$ cat config.mk
export PLATFORM = sky130hd
export DESIGN_NAME = slice_edge_event_fifo
export DESIGN_NICKNAME = d
export VERILOG_FILES = /design/src/rtl/slice_edge_event_fifo_pkg.sv /design/src/rtl/slice_edge_event_fifo_fifo.sv /design/src/rtl/slice_edge_event_fifo.sv
export SDC_FILE = /design/constraint.sdc
export NUM_CORES = 1
export LEC_CHECK = 0
export ABC_AREA = 1
export CAP_MARGIN = 5
export CORE_ASPECT_RATIO = 0.75
export CORE_MARGIN = 8
export CORE_UTILIZATION = 54
export CTS_BUF_LIST = sky130_fd_sc_hd__clkbuf_8
export DETAILED_ROUTE_END_ITERATION = 10
export PLACE_DENSITY = 0.78
export SYNTH_ARGS = -nofsm -noshare
export SYNTH_HDL_FRONTEND = slang
export SYNTH_SLANG_ARGS = --single-unit
export TNS_END_PERCENT = 10
$ cat constraint.sdc
create_clock -name clk -period 3.6 [get_ports clk]
set_input_delay 1.08 -clock clk [delete_from_list [all_inputs] [get_ports clk]]
set_output_delay 1.08 -clock clk [all_outputs]
set_load 0.02 [all_outputs]
$ cat src/rtl/slice_edge_event_fifo_pkg.sv
// Shared types and helpers for the slice edge-event block.
// Default event word layout {rise, fall, ts} and the pointer-width helper.
// Ports: none (package only).
package slice_evt_pkg;

    localparam int DEF_WIDTH  = 2;
    localparam int DEF_DEPTH  = 4;
    localparam int DEF_TS_W   = 16;
    localparam int DEF_DROP_W = 8;

    typedef struct packed {
        logic [DEF_WIDTH-1:0] rise;
        logic [DEF_WIDTH-1:0] fall;
        logic [DEF_TS_W-1:0]  ts;
    } slice_evt_t;

    // One extra pointer bit distinguishes full from empty when the
    // address bits are equal.
    function automatic int ptr_w(input int depth);
        return $clog2(depth) + 1;
    endfunction

endpackage

$ cat src/rtl/slice_edge_event_fifo_fifo.sv
// Generic synchronous show-ahead FIFO of event words.
// Latency: a push is visible at head_o / !empty_o on the following cycle.
// Backpressure: a push while full is ignored unless a pop happens in the same cycle.
// Ports: clk, reset_n (sync, active-low), push_i/push_dat_i, pop_i, full_o, empty_o, head_o.
module slice_evt_fifo
    import slice_evt_pkg::*;
#(
    parameter type T     = slice_evt_t,
    parameter int  DEPTH = DEF_DEPTH
) (
    input  logic clk,
    input  logic reset_n,
    input  logic push_i,
    input  T     push_dat_i,
    input  logic pop_i,
    output logic full_o,
    output logic empty_o,
    output T     head_o
);

    localparam int PW = ptr_w(DEPTH);
    localparam int AW = PW - 1;

    logic [PW-1:0] wr_q, wr_d;
    logic [PW-1:0] rd_q, rd_d;
    T              mem_q [DEPTH];
    logic          do_push;
    logic          do_pop;

    assign empty_o = (wr_q == rd_q);
    assign full_o  = (wr_q[PW-1] != rd_q[PW-1]) && (wr_q[AW-1:0] == rd_q[AW-1:0]);

    // Full + push + pop: the slot being vacated by the pop takes the new word.
    assign do_push = push_i && (!full_o || pop_i);
    assign do_pop  = pop_i && !empty_o;

    assign wr_d = do_push ? wr_q + PW'(1) : wr_q;
    assign rd_d = do_pop  ? rd_q + PW'(1) : rd_q;

    assign head_o = mem_q[rd_q[AW-1:0]];

    always_ff @(posedge clk) begin
        if (!reset_n) begin
            wr_q <= '0;
            rd_q <= '0;
            for (int i = 0; i < DEPTH; i++) begin
                mem_q[i] <= '0;
            end
        end else begin
            wr_q <= wr_d;
            rd_q <= rd_d;
            if (do_push) begin
                mem_q[wr_q[AW-1:0]] <= push_dat_i;
            end
        end
    end

endmodule

$ cat src/rtl/slice_edge_event_fifo.sv
// Detects enabled rising/falling edges on synchronised slice bits and queues timestamped events.
// Latency: edge on sync_in in cycle N -> evt_valid in cycle N+1 when the queue was empty.
// Backpressure: evt_valid/evt_ready; a word arriving while full with no pop is dropped and counted.
// Ports: clk, reset_n, sync_in, rise_en, fall_en, evt_valid/evt_ready, evt_rise, evt_fall,
//        evt_ts, overflow, drop_cnt, ovf_clr.
module slice_edge_event_fifo
    import slice_evt_pkg::*;
#(
    parameter int WIDTH  = DEF_WIDTH,
    parameter int DEPTH  = DEF_DEPTH,
    parameter int TS_W   = DEF_TS_W,
    parameter int DROP_W = DEF_DROP_W
) (
    input  logic              clk,
    input  logic              reset_n,
    input  logic [WIDTH-1:0]  sync_in,
    input  logic [WIDTH-1:0]  rise_en,
    input  logic [WIDTH-1:0]  fall_en,
    output logic              evt_valid,
    input  logic              evt_ready,
    output logic [WIDTH-1:0]  evt_rise,
    output logic [WIDTH-1:0]  evt_fall,
    output logic [TS_W-1:0]   evt_ts,
    output logic              overflow,
    output logic [DROP_W-1:0] drop_cnt,
    input  logic              ovf_clr
);

    // Local layout so non-default widths still pack correctly.
    typedef struct packed {
        logic [WIDTH-1:0] rise;
        logic [WIDTH-1:0] fall;
        logic [TS_W-1:0]  ts;
    } evt_t;

    logic [TS_W-1:0]   ts_q, ts_d;
    logic [WIDTH-1:0]  prev_q;
    logic              armed_q;
    logic              ovf_q, ovf_d;
    logic [DROP_W-1:0] drop_q, drop_d;

    logic [WIDTH-1:0]  rise;
    logic [WIDTH-1:0]  fall;
    logic              push;
    logic              pop;
    logic              drop;
    logic              full;
    logic              empty;
    evt_t              push_dat;
    evt_t              head;

    // Until armed, prev_q holds reset zeros, not real history.
    assign rise = armed_q ? (sync_in & ~prev_q & rise_en) : '0;
    assign fall = armed_q ? (~sync_in & prev_q & fall_en) : '0;
    assign push = |{rise, fall};
    assign pop  = evt_valid && evt_ready;
    assign drop = push && full && !pop;

    assign push_dat.rise = rise;
    assign push_dat.fall = fall;
    assign push_dat.ts   = ts_q;

    assign ts_d = ts_q + TS_W'(1);

    // A drop in the same cycle as a clear wins: the new drop is counted from one.
    always_comb begin
        ovf_d  = ovf_q;
        drop_d = drop_q;
        if (drop) begin
            ovf_d = 1'b1;
            if (ovf_clr) begin
                drop_d = DROP_W'(1);
            end else if (drop_q != '1) begin
                drop_d = drop_q + DROP_W'(1);
            end
        end else if (ovf_clr) begin
            ovf_d  = 1'b0;
            drop_d = '0;
        end
    end

    always_ff @(posedge clk) begin
        if (!reset_n) begin
            ts_q    <= '0;
            prev_q  <= '0;
            armed_q <= 1'b0;
            ovf_q   <= 1'b0;
            drop_q  <= '0;
        end else begin
            ts_q    <= ts_d;
            prev_q  <= sync_in;
            armed_q <= 1'b1;
            ovf_q   <= ovf_d;
            drop_q  <= drop_d;
        end
    end

    slice_evt_fifo #(
        .T     (evt_t),
        .DEPTH (DEPTH)
    ) u_fifo (
        .clk        (clk),
        .reset_n    (reset_n),
        .push_i     (push),
        .push_dat_i (push_dat),
        .pop_i      (pop),
        .full_o     (full),
        .empty_o    (empty),
        .head_o     (head)
    );

    assign evt_valid = !empty;
    assign evt_rise  = head.rise;
    assign evt_fall  = head.fall;
    assign evt_ts    = head.ts;
    assign overflow  = ovf_q;
    assign drop_cnt  = drop_q;

endmodule
==> results.json, run 1 <==
{
  "status": "complete, no violations",
  "drt_iter0_markers": 315,
  "r2r_setup_slack_ns": 1.58,
  "power_density_nw_per_um2": 539,
  "synth-xor-area-share_pct": 0.681,
  "cts_resized": 0,
  "die_h_um": 101,
  "track_usage_pct": 19.0,
  "synth_adder_area_share_pct": 0.973,
  "synth-simple-area-share_pct": 21.1,
  "setup_violations": 0,
  "holdBufCountCts": 0,
  "synth_cell_types": 27,
  "r2r-start": "u_fifo.wr_q[1]$_SDFFE_PN0P_",
  "fin_area_um2": 6100,
  "coreArea_um2": 9460,
  "maxSlewViolCount": 0,
  "clkSinkCount": 116,
  "p_sw_uw": 912,
  "timing.fmax_mhz": 297,
  "root_buffer": "clkbuf_8",
  "hold_end": "overflow$_SDFFE_PN0P_",
  "synth_top_family_by_area": "simple AND/OR/NAND/NOR gates",
  "internal-power_uw": 2380,
  "drv_cap": 0,
  "cp-end-kind": "output pin",
  "worstPathRequired_ns": 2.52,
  "syn-instance-count": 560,
  "fp-row-count": 31,
  "routed_wl_um": 11500,
  "io_buffers": 39,
  "synthMuxAreaShare_pct": 0,
  "vdd_drop_max_v": 0.000310,
  "post_drt_wl_per_cell_um": 15.2,
  "final.setup.tns_ns": 0,
  "path_clk_slew_ns": 0.07,
  "grt_pass1_wl_um": 19100,
  "drc": 0,
  "switching_share_pct": 27.7,
  "ys_ff_latch": 116,
  "tightest_slew_ns": 0.597,
  "startpoint_type": "flip-flop",
  "dp_hpwl_um": 7710,
  "reg2reg_depth": 11,
  "grt-ovfl-total": 0,
  "cts_buffers": 17,
  "maxSlewHeadroom_pct": 60.1,
  "ys_seq_area_share_pct": 60.7,
  "dieArea_um2": 12900,
  "ys_async_sr_fraction_pct": 0,
  "finalCritPeriodShare_pct": 93.4,
  "reg2reg_to": "u_fifo.mem_q[1][18]$_SDFFCE_PN0P_",
  "synthFlopType": "edfxtp_1",
  "cts.htree.levels": 4,
  "critical_path.max_fanout": 14,
  "hp-class": "reg -> reg",
  "p_leak_uw": 0.00220,
  "seq_power_share_pct": 45.9,
  "worstHoldStart": "overflow$_SDFFE_PN0P_",
  "yosysMostFrequentCell": "nor2_1",
  "vias": 4015,
  "die_w_um": 129,
  "synth-compound-area-share_pct": 10.6,
  "clockBufferDepth": 2,
  "crit_type": "reg -> out",
  "first_pass_iters": 4,
  "netlist_area_um2": 5140,
  "grt_pass1_vias": 3902,
  "fin_crit_ns": 3.36,
  "yosysWarnings": 0,
  "antenna_cells": 0,
  "synthDominantCellAreaShare_pct": 46.7,
  "cts_tree": "yes",
  "cts_setup_buffers": 0,
  "synthTopCellsByArea": "edfxtp_1 (47%), dfxtp_1 (14%), nor2_1 (11%), o21ai_0 (5.1%), nand2_1 (5.0%)",
  "syn-mean-instance-area_um2": 9.19,
  "fin_ws_ns": 0.238,
  "antenna_found_initial": 0,
  "synth_commonest_cells": "nor2_1 (147), edfxtp_1 (80), nand2_1 (69), o21ai_0 (52), inv_1 (44)",
  "drive_gt1_share_pct": 8.70,
  "nets": 622,
  "grt_max_degree": 41,
  "worstPathArrival_ns": 2.28,
  "holdPathStages": 2,
  "ioPinCount": 40,
  "skew_ns": 0.0128,
  "p_clk_share_pct": 36.6,
  "hold_violations": 0,
  "area_delta_synth_final_pct": 18.5,
  "synth_nets": 574,
  "power_frac_comb_pct": 17.5,
  "synth_largest_area_cell": "edfxtp_1",
  "postRouteAntennaNets": 0,
  "synth_enable_flop_cells": 80,
  "start_util_pct": 54.4,
  "routed_via_density": 5.33,
  "rsz0062_at_grt": "false",
  "clk_latency_ns": 0.43,
  "place_ws_ns": 0.436,
  "dpl-instance-area_um2": 5700,
  "gp_congestion": 0.847
}
-- metal layers --
layer	global-route usage, %	up-vias	share of wire, %
li1	-	1992	-
met1	24.7	1914	46
met2	30.3	97	47
met3	5.18	12	6.0
met4	5.76	0	1.1
met5	0	-	0
-- cell families after synthesis --
logic type	count (synthesis)
adder cells (fa/ha/maj)	4
buffers and inverters	71
XOR/XNOR	4
flip-flops	116
AND/OR/NAND/NOR	263
AO/OA/AOI/OAI	102
-- flip-flops by register name, indices dropped and copies added, names as in the netlist, named ones only --
signal        cells
ts_q             16
drop_cnt          8
armed_q           1
prev_q            2
u_fifo.wr_q       3
u_fifo.rd_q       3
u_fifo.mem_q     80
overflow          1
-- worst max-delay path by stage --
stage | startpoint | end | slack [ns] | depth (start not counted)
5_1_grt | flip-flop | evt_ts[6] | 0.09 | 5
3_5_place_dp | sync_in[1] | u_fifo.mem_q[1][2]$_SDFFCE_PN0P_ | 0.44 | 11
2_1_floorplan | sync_in[0] | u_fifo.mem_q[3][0]$_DFFE_PP_ | 0.09 | 7
3_3_place_gp | sync_in[1] | u_fifo.mem_q[1][9]$_SDFFCE_PN0P_ | 0.54 | 11
6_report | flip-flop | evt_ts[9] | 0.24 | 4
4_1_cts | flip-flop | evt_ts[12] | 0.21 | 4
-- metrics by stage --
stage	power (uW)	utilization (%)	hold WS (ns)	instances
detailed placement	2120	60.2	0.469	721
floorplan	1860	-	0.430	560
global route	3410	64.4	0.517	753
CTS	3310	64.4	0.485	753
global placement	2100	60.2	0.457	721
finish	3290	64.4	0.483	753
-- cells in the final DEF (no fill, tap or decap), types with 3 or more instances in the layout --
cell type	n
nor2_1	147
buf_4	15
edfxtp_1	80
nor3_1	7
clkbuf_8	17
inv_1	45
nand2_1	69
xor2_1	3
nand3_1	20
bufinv_16	3
ha_1	4
nor2_4	3
clkinv_2	4
dfxtp_1	36
a21oi_1	26
nand2_2	4
clkdlybuf4s50_1	39
o22ai_1	20
nand4_1	10
o21ai_0	52
clkinvlp_4	4
-- layout make-up --
cell class | count | area (um^2)
clock inverters | 15 | 165
clock buffers | 17 | 234
multi-input cells | 373 | 1730
repair buffers | 54 | 503
fillers | 783 | 3370
flip-flops and latches | 116 | 3120
well taps | 132 | 165
inverters | 46 | 173
-- worst max-delay path: stages (launching register included) --
cell	delay, ns
dfxtp_1	0.70
buf_4	0.26
o21ai_0	0.09
o22ai_1	0.18
clkdlybuf4s50_1	0.63
-- power groups by stage --
| stage | Clock, uW | Combinational (uW) | Sequential [uW] |
|---|---|---|---|
| finish | 1200 | 575 | 1510 |
| global route | 1270 | 630 | 1510 |
| CTS | 1210 | 582 | 1510 |
| detailed placement | 0 | 580 | 1540 |
| global placement | 0 | 569 | 1540 |
| floorplan | 0 | 340 | 1520 |
Note: power is estimated with default switching activity, not from simulation.
==> run 2: changes to the inputs <==
--- a/config.mk
+++ b/config.mk
@@ -12,7 +12,8 @@
 export CORE_UTILIZATION = 54
 export CTS_BUF_LIST = sky130_fd_sc_hd__clkbuf_8
 export DETAILED_ROUTE_END_ITERATION = 10
-export PLACE_DENSITY = 0.78
+export PLACE_DENSITY = 0.84
+export SETUP_SLACK_MARGIN = 0.1
 export SYNTH_ARGS = -nofsm -noshare
 export SYNTH_HDL_FRONTEND = slang
 export SYNTH_SLANG_ARGS = --single-unit
==> run 2 against run 1 <==
  * Sequential power about the same
  * Via count grew 3.0%
  * Critical path type unchanged
  * Setup slack better by 0.063 ns
  * Largest power group unchanged
  * Critical path depth increased by 1
  * Register-to-register slack is essentially flat
  * Sequential cell count unchanged
  * Hold slack gained 0.0021 ns
  * Highest routed layer unchanged
  * Routed wire length is 3.4% higher
==> results.json, run 2 (synthesis results as in run 1) <==
{
  "drive_gt1_share_pct": 8.51,
  "grt_max_degree": 24,
  "rsz0062_at_grt": "false",
  "track_usage_pct": 19.7,
  "p_leak_uw": 0.00221,
  "area_delta_synth_final_pct": 18.5,
  "drt_iter0_markers": 444,
  "tightest_slew_ns": 0.492,
  "maxSlewViolCount": 0,
  "top_register": "u_fifo.mem_q",
  "vdd_drop_max_v": 0.000291,
  "root_buffer": "clkbuf_8",
  "grt_pass1_vias": 4048,
  "cp-end-kind": "output pin",
  "maxSlewHeadroom_pct": 67.2,
  "hold_violations": 0,
  "crit_type": "reg -> out",
  "gp_congestion": 0.879,
  "grt_pass1_wl_um": 19600,
  "stdcell_count": 755,
  "largest_reg_flops": 80,
  "hp-class": "reg -> reg",
  "die_w_um": 129,
  "antenna_cells": 0,
  "cts_tree": "yes",
  "skew_ns": 0.0111,
  "ioPinCount": 40,
  "fillCellCount": 758,
  "status": "complete, no violations",
  "worstPathArrival_ns": 2.22,
  "clkSinkCount": 116,
  "die_h_um": 101,
  "path_clk_slew_ns": 0.07,
  "power_density_nw_per_um2": 534,
  "routed_via_density": 5.48,
  "routed_wl_um": 11900,
  "seq_area_um2": 3130,
  "place_inst": 723,
  "finalCritPeriodShare_pct": 91.7,
  "fin_crit_ns": 3.30,
  "dieArea_um2": 12900,
  "fin_ws_ns": 0.300,
  "first_pass_iters": 5,
  "drv_cap": 0,
  "hold_ws_ns": 0.485,
  "vias": 4137,
  "antenna_found_initial": 0,
  "critical_path.max_fanout": 20,
  "cts_setup_buffers": 0,
  "clk_latency_ns": 0.42,
  "multiInputGateArea_um2": 1730,
  "final.setup.tns_ns": 0,
  "post_drt_wl_per_cell_um": 15.7,
  "fin_area_um2": 6100,
  "nets": 624,
  "holdBufCountCts": 0,
  "grt-ovfl-total": 0,
  "startpoint_type": "flip-flop",
  "worstPathRequired_ns": 2.52,
  "dpl-instance-area_um2": 5710,
  "drc": 0,
  "cts_buffers": 17,
  "start_util_pct": 54.4,
  "clockBufferDepth": 2,
  "io_buffers": 39,
  "place_ws_ns": 0.432,
  "cts.htree.levels": 4,
  "coreArea_um2": 9460,
  "setup_violations": 0,
  "postRouteAntennaNets": 0,
  "fp-row-count": 31,
  "layout_commonest_cell": "nor2_1",
  "timing.fmax_mhz": 303,
  "dp_hpwl_um": 8080,
  "mostFrequentLayoutCells": "nor2_1 (147), edfxtp_1 (80), nand2_1 (69)"
}
-- run 2: worst max-delay path: stages (launching register included) --
cell,delay (ns)
dfxtp_2,0.43
inv_1,0.09
buf_4,0.22
o21ai_0,0.13
o22ai_1,0.25
clkdlybuf4s50_1,0.67
-- run 2: what timing repair did --
action                                  in CTS  in global routing
endpoints found under the setup margin       0                  1
hold endpoints to repair                     0                  0
gates resized for setup                      0                  2
-- run 2: final timing paths --
| kind | startpoint | slack [ns] | to | depth (start not counted) |
|---|---|---|---|---|
| setup / recovery | flip-flop | 0.30 | evt_rise[1] | 5 |
| hold reg to reg | ts_q[0]$_SDFF_PN0_ | 0.49 | ts_q[0]$_SDFF_PN0_ | 1 |
| hold / removal | ts_q[0]$_SDFF_PN0_ | 0.49 | ts_q[0]$_SDFF_PN0_ | 1 |
| setup reg to reg | armed_q$_DFF_P_ | 1.57 | u_fifo.mem_q[1][18]$_SDFFCE_PN0P_ | 9 |
-- run 2: per-layer routing --
layer,global-route usage (%),up-vias,routed length [um]
met5,0,-,0
met4,9.90,0,152
met3,5.92,15,979
met2,30.4,206,5650
met1,24.7,1924,5090
li1,-,1992,-
-- run 2: area by class of cell --
class                           instances  share of cell area [%]
Clock buffer                           17                    3.84
Clock inverter                         15                    2.44
Inverter                               46                    2.83
Multi-Input combinational cell        373                    28.4
Sequential cell                       116                    51.3
Tap cell                              132                    2.71
Timing Repair Buffer                   56                    8.50
-- run 2: report_power, final --
part | leakage, uW | internal, uW | switching, uW
combinational | 0.000893 | 230 | 344
sequential | 0.00113 | 1480 | 40.2
clock | 0.000195 | 663 | 503
total | 0.00221 | 2370 | 887
-- run 2: metrics by stage --
stage               total power [uW]  utilization [%]
finish                          3260             64.4
global route                    3390             64.4
CTS                             3270             64.4
detailed placement              2120             60.4
global placement                2100             60.4
floorplan                       1860                -
